--- src/rtl/branch_pc_ctrl.sv ---
// branch_pc_ctrl: branch resolution and PC sequencing for a single-issue core.
//
// Resolves conditional branches, JAL and JALR against the comparator flags,
// steps the PC, and diverts to a TRAP state when a redirect lands on a
// misaligned (non word-aligned) target. Keeps saturating counters of retired
// and taken conditional branches.
//
// Ports:
//   clk, rst               clock, asynchronous active-high reset
//   en                     advance enable (0 = stall, hold all state)
//   is_branch/jal/jalr     instruction class (priority jalr > jal > branch)
//   funct3, imm, rs1       branch condition code, immediate, JALR base
//   BrEq, BrLt             comparator flags
//   trap_ack               trap handler acknowledge (only honoured in TRAP)
//   BrUn                   unsigned-compare select to the comparator (comb)
//   pc, pc_plus4           current PC (registered) and its link value
//   taken, illegal_br      combinational redirect / illegal-condition flags
//   trap, mtval            registered trap status and faulting target
//   br_cnt, tk_cnt         saturating retired / taken branch counters
module branch_pc_ctrl #(
  parameter logic [31:0] RESET_PC = 32'h0000_0000,
  parameter logic [31:0] TRAP_VEC = 32'h0000_0100
) (
  input  logic        clk,
  input  logic        rst,
  input  logic        en,
  input  logic        is_branch,
  input  logic        is_jal,
  input  logic        is_jalr,
  input  logic [2:0]  funct3,
  input  logic [31:0] imm,
  input  logic [31:0] rs1,
  input  logic        BrEq,
  input  logic        BrLt,
  input  logic        trap_ack,
  output logic        BrUn,
  output logic [31:0] pc,
  output logic [31:0] pc_plus4,
  output logic        taken,
  output logic        illegal_br,
  output logic        trap,
  output logic [31:0] mtval,
  output logic [15:0] br_cnt,
  output logic [15:0] tk_cnt
);

  typedef enum logic {RUN, TRAP} state_t;

  state_t      state;
  logic        selJalr, selJal, selBr;
  logic        condTrue;
  logic [31:0] jalrSum;
  logic [31:0] target;
  logic        misaligned;

  // Instruction select: a higher-priority class masks the lower ones.
  assign selJalr = is_jalr;
  assign selJal  = ~is_jalr & is_jal;
  assign selBr   = ~is_jalr & ~is_jal & is_branch;

  assign BrUn       = funct3[1];
  assign illegal_br = is_branch & (funct3[2:1] == 2'b01);

  always_comb begin
    condTrue = 1'b0;
    case (funct3)
      3'b000:         condTrue = BrEq;
      3'b001:         condTrue = ~BrEq;
      3'b100, 3'b110: condTrue = BrLt;
      3'b101, 3'b111: condTrue = ~BrLt;
      default:        condTrue = 1'b0;   // 010/011: illegal, never taken
    endcase
  end

  assign jalrSum    = rs1 + imm;
  assign target     = selJalr ? {jalrSum[31:1], 1'b0} : pc + imm;
  assign taken      = selJalr | selJal | (selBr & condTrue);
  assign misaligned = target[1:0] != 2'b00;
  assign pc_plus4   = pc + 32'd4;

  always_ff @(posedge clk or posedge rst) begin
    if (rst) begin
      state  <= RUN;
      pc     <= RESET_PC;
      trap   <= 1'b0;
      mtval  <= '0;
      br_cnt <= '0;
      tk_cnt <= '0;
    end else if (en) begin
      case (state)
        RUN: begin
          // A trapping branch still retires, so counting precedes the
          // misalignment decision.
          if (selBr && br_cnt != 16'hFFFF) br_cnt <= br_cnt + 16'd1;
          if (selBr && condTrue && tk_cnt != 16'hFFFF) tk_cnt <= tk_cnt + 16'd1;
          if (taken && misaligned) begin
            mtval <= target;
            trap  <= 1'b1;
            state <= TRAP;
          end else if (taken) begin
            pc <= target;
          end else begin
            pc <= pc_plus4;
          end
        end
        TRAP: begin
          if (trap_ack) begin
            pc    <= TRAP_VEC;
            trap  <= 1'b0;
            state <= RUN;
          end
        end
        default: state <= RUN;
      endcase
    end
  end

endmodule

--- config.mk ---
export PLATFORM = sky130hd
export DESIGN_NAME = branch_pc_ctrl
export DESIGN_NICKNAME = d
export VERILOG_FILES = /design/src/rtl/branch_pc_ctrl.sv
export SDC_FILE = /design/constraint.sdc
export NUM_CORES = 1
export LEC_CHECK = 0
export CORE_UTILIZATION = 40
export CTS_CLUSTER_SIZE = 20
export DETAILED_ROUTE_END_ITERATION = 12
export GPL_TIMING_DRIVEN = 0
export MAX_ROUTING_LAYER = met4
export PLACE_DENSITY = 0.74
export SYNTH_ARGS = -nofsm -noshare
export SYNTH_HDL_FRONTEND = slang
export SYNTH_SLANG_ARGS = --single-unit
--- constraint.sdc ---
create_clock -name clk -period 4.8 [get_ports clk]
set_clock_uncertainty 0.15 [all_clocks]
set_input_delay 0.96 -clock clk [delete_from_list [all_inputs] [get_ports clk]]
set_output_delay 0.96 -clock clk [all_outputs]
set_load 0.05 [all_outputs]
Word level (Yosys, flattened, before mapping)
Cells that the tools add are included.
- output and inout bits: 132
- bits of input ports: 76
- bits in registers: 98
- word-level logic and storage cells: 59
- equal/unequal tests: 11
- bitwise operators: 12
- reduce and logical (&&, ||, !) cells: 13
- add/subtract/negate cells: 5
- mux-type cells: 12
- operators with widths (operator ; count):
    $mux W32 ; 4
    $add A32 B32 Y32 ; 2
    $pmux W32 S2 ; 1
    $add A16 B1 Y16 const B ; 2
    $add A32 B3 Y32 const B ; 1
    $ne A16 B16 Y1 const B ; 2
    $reduce_and A3 Y1 ; 5
    $eq A3 B3 Y1 const B ; 4
    $ne A2 B2 Y1 const B ; 3
    $and A1 B1 Y1 ; 5
    $not A1 Y1 ; 5
    $logic_and A1 B1 Y1 ; 4
    $mux W1 ; 4
    $pmux W1 S2 ; 2
    $pmux W1 S4 ; 1
    $reduce_or A2 Y1 ; 2
    $eq A3 B1 Y1 const B ; 1
    $logic_not A3 Y1 ; 1
    $eq A2 B1 Y1 const B ; 1
    $or A1 B1 Y1 ; 2
    $reduce_bool A2 Y1 ; 1

Depth between registers and ports, before layout
Gate-level depths: netlist of the first run.
- depth after elaboration: 8
- gate-level depth with buffers: 11
- mapped depth without buffers: 11

Least setup slack after synthesis of the first run
No wires, ideal clock.
- path type: flip-flop to output port
- start point: register pc[2]
- end point: output pc_plus4[24]
- stages on the path, launching flop included: 8
- data required time: 3690 ps
- setup slack: 555 ps
- buffers on the path: 0
- data arrival time: 3135 ps
- path through: dfrtp_1 > ha_1 > nand3_1 > nor4_1 > and2_1 > and4_1 > and3_1 > xor2_1
- longest elaborated chain between the ends: 1
- ends and longest elaborated chain (what ; line ; text):
    from (decl) ; 37 ; output logic [31:0] pc,
    from (signal assigned) ; 101 ; pc <= target;
    from (signal assigned) ; 103 ; pc <= pc_plus4;
    $add A32 B3 Y32 ; 79 ; assign pc_plus4 = pc + 32'd4;
    to (decl) ; 38 ; output logic [31:0] pc_plus4,
No other way between the ends.

Final worst setup path of the first run
- start point: register pc[2]
- end point: output pc_plus4[20]
Same word-level chain as after synthesis.

==> metrics.cfg, run 1 <==
[status]
outcome = finished, final reports clean

[worst_setup_path]
worst-setup-path-type = register to output port
crit_cells = 7
critical_path.reg2reg.startpoint = pc[2]
timing.critical_path.fanout_max = 8
crit_path_cell_trace = ha_1, nand3_1, nor4_2, and2_1, nand2_1, xnor2_1, clkdlybuf4s50_1
startpoint = pc[2]
cp_data_required_time_ns = 3.69
worst-endpoint-arrival_ns = 3.64
r2r_setup_slack_ns = 0.86
critical_path.reg2reg.endpoint = mtval[30]
max_stage_delay_ns = 0.88
cp-endpoint = pc_plus4[20]
critPathLaunchType = register
timing.critical_path.to_type = output port
crit_path_top_delay_cell = sky130_fd_sc_hd__clkdlybuf4s50_1
critical_path_buf_inv_count = 1
rr_worst_depth = 10
timing.critical_path.max_delay_family = simple AND/OR/NAND/NOR gates

[synthesis]
yosys.area_share.xor_xnor = 0.1178
yosys-mux-area-fraction = 0.01466
synth_compound_gate_area_share = 0.2422
ys.warnings.count = 0
synth-main-ff-cell = sky130_fd_sc_hd__dfrtp_1
synth_cell_type_count = 70
postSynthCellCount = 1083
yosys.area_share.adder = 0.09752
post_synthesis_net_count = 1225
synth_simple_gate_area_frac = 0.2090
synth-edff-count = 0
synth_seq_area_share = 0.2844
main_combinational_cell_family_by_area_after_synthesis = compound AO/OA/AOI/OAI gates
postSynthRegisterBits = 98
netlist_area_sq_mm = 0.008622
synthDominantCellAreaShare = 0.2844
synth_area_leaders = sky130_fd_sc_hd__dfrtp_1 (28%), sky130_fd_sc_hd__ha_1 (9.3%), sky130_fd_sc_hd__xnor2_1 (7.0%)
async_flop_share = 1.000
avgSynthCellArea_sq_um = 7.961
yosys.area.top_type = sky130_fd_sc_hd__dfrtp_1

[place]
finalWeightedCongestion = 1.017
quantity_of_i_o_buffers_inserted_on_ports = 207
place_hpwl_um = 24280

[power]
power.switching_uw = 3717
cellLeakagePower_uw = 0.004902
p_seq_frac = 0.228
power.ir.vdd_worst_uv = 449.9
total_power_uw = 6707
clock_power_share = 0.103
pwr-share-comb = 0.670
power.share.switching = 0.5543
p_int_uw = 2990
power_per_cell_area_mw_per_mm2 = 590.5

[clock_network]
tritoncts_clock_tree = built
htreeDepth = 3
cts_num_sinks = 98
post-cts-setup-buffer-count = 0
numCtsBuffers = 9
cts_root_buf = sky130_fd_sc_hd__clkbuf_16
clk-insertion-delay-late_ns = 0.35
clkSlewWorstSetupHoldPaths_ns = 0.07
ctsHoldBuffers = 0
cts.path.max_buffers = 2

[detailed_routing]
detail-route-antenna-nets = 0
vias_per_cell = 5.842
detail_route.first_pass.iterations = 5
detail_route.drc_violations = 0
routed-via-count = 9242
initialDrtViolationCount = 769
detail_route.wirelength_um = 30570
routed_wire_length_per_instance_um = 19.33

[floorplanning]
floorplan.initialDensity = 0.4089
core_region_area_sq_mm = 0.02109
dieWidth_um = 148.8
ports = 208
die-height_um = 148.8
floorplan.rows = 53
die_area_sq_mm = 0.02215

[grt]
grt_start_max_net_pins = 51
total_routing_usage_gr = 0.2820
global_route_wire_length_before_repair_um = 46720
grt_pass1_vias = 8801
grt_remaining_overflow = 0
antenna_violations_before_repair = 0

[sta]
fin_tns_setup_ns = 0
finalSetupViolCount = 0
pin_slew_with_the_least_headroom_to_its_limit_ns = 0.8557
period_share = 0.9885
grt_setup_unrepaired = false
max_slew_margin = 0.4295
fmax_ghz = 0.2107
post-route-min-period_ns = 4.745
timing.final.max_slew_violations = 0
finalHoldViolCount = 0

[hold_path]
hold_start = mtval[11]
holdCritPathClass = register to register

[finish]
drive_gt1_frac = 0.03366
syn2layout_area_growth_pct = 31.72
design.final.nets = 1444
num_antenna_cells = 0
fill_count = 2012
seqCellArea_sq_mm = 0.002452
area_used_by_multi_input_combinational_logic_sq_mm = 0.005888

[flow_run]
cap_viol_max_count = 0

[worst min-delay path by stage]
stage / cells past startpoint / end / slack [ns]
6_report: 2 / mtval[11] / 0.33
3_5_place_dp: 2 / mtval[11] / 0.31
3_3_place_gp: 2 / mtval[16] / 0.31
2_1_floorplan: 1 / pc[4] / 0.38
5_1_grt: 2 / mtval[11] / 0.34
4_1_cts: 2 / mtval[11] / 0.33
[kinds of logic after synthesis]
kind of cell	after synthesis
AO/OA/AOI/OAI	329
XOR/XNOR	116
adder cells (fa/ha/maj)	66
multiplexers	12
buffers and inverters	76
flip-flops	98
AND/OR/NAND/NOR	386
[power groups by stage]
| stage | Sequential [uW] | Combinational, uW | Clock (uW) |
|---|---|---|---|
| global route | 1550 | 4770 | 720 |
| finish | 1530 | 4490 | 688 |
| detailed placement | 1520 | 4440 | 0 |
| CTS | 1510 | 4450 | 689 |
| global placement | 1520 | 4410 | 0 |
| floorplan | 2300 | 2140 | 0 |
[cells in the final DEF (no fill, tap or decap), types with 6 or more instances in the layout]
master                            count
sky130_fd_sc_hd__clkbuf_1            42
sky130_fd_sc_hd__o211ai_1             7
sky130_fd_sc_hd__and4_1               6
sky130_fd_sc_hd__a21oi_1             87
sky130_fd_sc_hd__dfrtp_1             98
sky130_fd_sc_hd__a211oi_1            10
sky130_fd_sc_hd__a31oi_1             21
sky130_fd_sc_hd__nand2_1            147
sky130_fd_sc_hd__o21ai_0             99
sky130_fd_sc_hd__a32oi_1              6
sky130_fd_sc_hd__clkbuf_16            9
sky130_fd_sc_hd__clkdlybuf4s50_1    200
sky130_fd_sc_hd__a21o_1              23
sky130_fd_sc_hd__nor2b_1             10
sky130_fd_sc_hd__mux2i_1              7
sky130_fd_sc_hd__ha_1                64
sky130_fd_sc_hd__nand3_1             30
sky130_fd_sc_hd__xor2_1              47
sky130_fd_sc_hd__o31ai_1              6
sky130_fd_sc_hd__xnor2_1             69
sky130_fd_sc_hd__and3_1              21
sky130_fd_sc_hd__nand4_1             20
sky130_fd_sc_hd__nor3_1              25
sky130_fd_sc_hd__and2_1               9
sky130_fd_sc_hd__o21bai_1             7
sky130_fd_sc_hd__o21a_1              11
sky130_fd_sc_hd__inv_1               26
sky130_fd_sc_hd__nor2_1              89
sky130_fd_sc_hd__a22o_1               8
[flip-flops by register name, indices dropped and copies added (netlist names)]
register	count
pc	32
state	1
trap	1
tk_cnt	16
br_cnt	16
mtval	32
[tightest hold or removal path, stage by stage, from the launching register on]
cell	delay [ns]
sky130_fd_sc_hd__dfrtp_1	0.34
sky130_fd_sc_hd__nand2_1	0.05
sky130_fd_sc_hd__nand2_1	0.05
[stage by stage]
step | utilization | hold WS, ns | worst slack (ns) | std cells | cell area, sq um
after global routing | 0.5386 | 0.3427 | 0.01480 | 1582 | 11360
after CTS | 0.5383 | 0.3311 | 0.03637 | 1582 | 11350
after global placement | 0.5234 | 0.3052 | -0.6559 | 1565 | 11040
final | 0.5386 | 0.3252 | 0.05499 | 1582 | 11360
after detailed placement | 0.5249 | 0.3147 | -0.6877 | 1566 | 11070
after floorplan | - | 0.3802 | 0.5554 | 1083 | 8622
[layout make-up]
cell class	instances	share of cell area
inverters	28	0.009475
repair buffers	208	0.1849
plain buffers	48	0.01708
multi-input cells	909	0.5185
well taps	275	0.03030
clock inverters	5	0.003415
flip-flops and latches	98	0.2159
clock buffers	11	0.02049
[routing by layer]
layer  global-route usage  share of wire
met1               0.3712           0.45
met2               0.4386           0.44
met3              0.04098          0.081
met4               0.1066          0.033
met5                    -              0
[synth_stat cells, drive strengths merged (3+ instances only)]
library cell / n
buf: 6
a22o: 8
nor2: 89
nand2: 148
a21oi: 87
nor2b: 10
ha: 64
nand3: 30
nand2b: 5
mux2i: 7
and3: 21
o2111ai: 3
a31o: 3
inv: 27
xnor2: 69
a32oi: 6
o21bai: 7
a31oi: 21
o22ai: 4
nand4: 20
o22a: 4
nor4: 7
and2: 10
dfrtp: 98
a21boi: 3
nand4b: 3
clkbuf: 42
o221ai: 3
o211ai: 7
a21o: 23
nand3b: 3
xor2: 47
and4: 6
o21a: 11
o31ai: 7
nor3b: 3
mux2: 5
o21ai: 100
nor3: 25
a211oi: 11
[timing repair]
action	4_1_cts	5_1_grt
gates resized for setup	9	6
endpoints found under the setup margin	8	5
hold endpoints to repair	0	0
(Power assumes the default switching activity.)
==> run 2, diff against run 1 <==
--- a/config.mk
+++ b/config.mk
@@ -6,7 +6,7 @@
 export NUM_CORES = 1
 export LEC_CHECK = 0
 export CORE_UTILIZATION = 40
-export CTS_CLUSTER_SIZE = 20
+export CTS_CLUSTER_SIZE = 12
 export DETAILED_ROUTE_END_ITERATION = 12
 export GPL_TIMING_DRIVEN = 0
 export MAX_ROUTING_LAYER = met4
==> results of run 2 <==
The final DEF is identical to that of run 1; final timing and power are the same.
==> run 3, diff against run 2 <==
--- a/config.mk
+++ b/config.mk
@@ -9,7 +9,6 @@
 export CTS_CLUSTER_SIZE = 12
 export DETAILED_ROUTE_END_ITERATION = 12
 export GPL_TIMING_DRIVEN = 0
-export MAX_ROUTING_LAYER = met4
 export PLACE_DENSITY = 0.74
 export SYNTH_ARGS = -nofsm -noshare
 export SYNTH_HDL_FRONTEND = slang
==> run 3 against run 2 <==
Net effect:
- maximum frequency up 1.4%
- final cell count up 0.13%
- first-iteration DRC count up 6.6%
- register-to-register slack better by 0.03 ns
- non-clock buffer count up 2
- final area up 0.15%
- utilization up 0.083 points
- hold slack worse by 0.0035 ns
- sequential share of layout area about the same
- via count down 0.27%
- critical path depth unchanged
==> metrics.cfg, run 3 (synthesis gave the netlist of run 1 again) <==
[finish]
top_regs = mtval (32), pc (32)
fill_count = 1987
syn2layout_area_growth_pct = 31.93
drive_gt1_frac = 0.03743
num_antenna_cells = 0
design.final.nets = 1446
layout.cells.most_common_list = sky130_fd_sc_hd__clkdlybuf4s50_1 (200), sky130_fd_sc_hd__nand2_1 (147), sky130_fd_sc_hd__o21ai_0 (99)
most_common_library_cell_in_the_layout_ignoring_fill_and_taps = sky130_fd_sc_hd__clkdlybuf4s50_1
stdcell_area_sq_mm = 0.01137

[grt]
grt_pass1_vias = 8687
antenna_violations_before_repair = 0
global_route_wire_length_before_repair_um = 47090
grt_start_max_net_pins = 61
total_routing_usage_gr = 0.2765
grt_remaining_overflow = 0

[sta]
finalSetupViolCount = 0
grt_setup_unrepaired = false
post-route-min-period_ns = 4.678
timing.final.max_slew_violations = 0
period_share = 0.9746
setup_slack_ns = 0.1219
pin_slew_with_the_least_headroom_to_its_limit_ns = 0.7821
max_slew_margin = 0.4786
fmax_ghz = 0.2138
finalHoldViolCount = 0

[floorplanning]
die_area_sq_mm = 0.02215
core_region_area_sq_mm = 0.02109
floorplan.rows = 53
ports = 208
die-height_um = 148.8
floorplan.initialDensity = 0.4089
dieWidth_um = 148.8

[power]
power_per_cell_area_mw_per_mm2 = 590.3
power.share.switching = 0.5538
p_int_uw = 2996
pwr-share-comb = 0.669
cellLeakagePower_uw = 0.004916
clock_power_share = 0.104
p_seq_frac = 0.227
power.ir.vdd_worst_uv = 483.6
power.switching_uw = 3718

[clock_network]
cts.path.max_buffers = 2
cts_num_sinks = 98
htreeDepth = 3
numCtsBuffers = 9
ctsHoldBuffers = 0
clk-insertion-delay-late_ns = 0.35
cts_root_buf = sky130_fd_sc_hd__clkbuf_16
clkSlewWorstSetupHoldPaths_ns = 0.07
tritoncts_clock_tree = built

[place]
pre_cts_ws_ns = -0.7457
placement.cell_area_sq_mm = 0.01106
finalWeightedCongestion = 0.9308
place_hpwl_um = 24310
quantity_of_i_o_buffers_inserted_on_ports = 207

[worst_setup_path]
timing.critical_path.to_type = output port
crit_path_cell_trace = ha_1, nand3_1, nor4_4, nand3_1, nor2_1, xnor2_1, clkdlybuf4s50_1
timing.critical_path.max_delay_family = simple AND/OR/NAND/NOR gates
crit_top_cell = sky130_fd_sc_hd__nand3_1
critPathLaunchType = register
timing.critical_path.fanout_max = 8
cp_data_required_time_ns = 3.69
worst-endpoint-arrival_ns = 3.57
max_stage_delay_ns = 0.85
crit_path_top_delay_cell = sky130_fd_sc_hd__clkdlybuf4s50_1
critical_path_buf_inv_count = 1
worst-setup-path-type = register to output port

[detailed_routing]
detail-route-antenna-nets = 0
routed_wire_length_per_instance_um = 19.47
initialDrtViolationCount = 820
vias_per_cell = 5.819
detail_route.drc_violations = 0
routed-via-count = 9217
detail_route.first_pass.iterations = 5
detail_route.wirelength_um = 30850

[flow_run]
cap_viol_max_count = 0

[hold_path]
holdCritPathClass = register to register

[status]
outcome = finished, final reports clean

-- run 3: layout make-up --
cell class | count | area (sq um) | area share
Inverter | 28 | 107.6 | 0.009460
Clock inverter | 6 | 41.29 | 0.003630
Tap cell | 275 | 344.1 | 0.03025
Timing Repair Buffer | 210 | 2098 | 0.1845
Buffer | 48 | 195.2 | 0.01716
Multi-Input combinational cell | 909 | 5897 | 0.5184
Sequential cell | 98 | 2452 | 0.2156
Clock buffer | 10 | 239.0 | 0.02101
-- run 3: worst paths after layout --
check / start / endpoint / slack, ns / cells after the start
setup / recovery: pc[2] / pc_plus4[26] / 0.12 / 7
hold / removal: mtval[16] / mtval[16] / 0.32 / 2
setup reg to reg: pc[4] / mtval[30] / 0.89 / 10
hold reg to reg: mtval[16] / mtval[16] / 0.32 / 2
max in group asynchronous: rst / mtval[31] / 2.86 / 3
min in group asynchronous: rst / tk_cnt[3] / 0.96 / 2
-- run 3: timing repair --
action,4_1_cts,5_1_grt
pin swaps,0,1
gates resized for setup,11,5
buffers inserted,0,2
endpoints found under the setup margin,8,7
-- run 3: routing by layer --
metal  up-vias  share of wire  GRT usage
met2       473           0.45     0.4463
met5         -              0          0
li1       4361              -          -
met1      4330           0.43     0.3758
met4         0          0.026    0.09745
met3        53          0.085    0.04098
-- run 3: worst reg2reg max path: cells and delay by family, from the launching register on --
family	cells	cell delay, ns
flip-flops	1	0.51
AO/OA/AOI/OAI	7	2.30
adder cells (fa/ha/maj)	1	0.40
AND/OR/NAND/NOR	2	0.44
-- run 3: power groups by stage --
stage | registers [uW] | clock network (uW) | logic [uW]
after floorplan | 2300 | 0 | 2140
after global placement | 1520 | 0 | 4400
after detailed placement | 1520 | 0 | 4440
after CTS | 1510 | 697 | 4440
after global routing | 1550 | 742 | 4750
final | 1530 | 700 | 4490
-- run 3: per-stage QoR --
step | power, uW | instances | util | TNS, ns | hold slack (ns)
4_1_cts | 6648 | 1582 | 0.5383 | 0 | 0.3334
3_5_place_dp | 5956 | 1566 | 0.5245 | -0.7824 | 0.3177
6_report | 6714 | 1584 | 0.5394 | 0 | 0.3216
5_1_grt | 7042 | 1584 | 0.5394 | 0 | 0.3534
2_1_floorplan | 4438 | 1083 | - | 0 | 0.3802
3_3_place_gp | 5919 | 1565 | 0.5234 | -48.14 | 0.3057
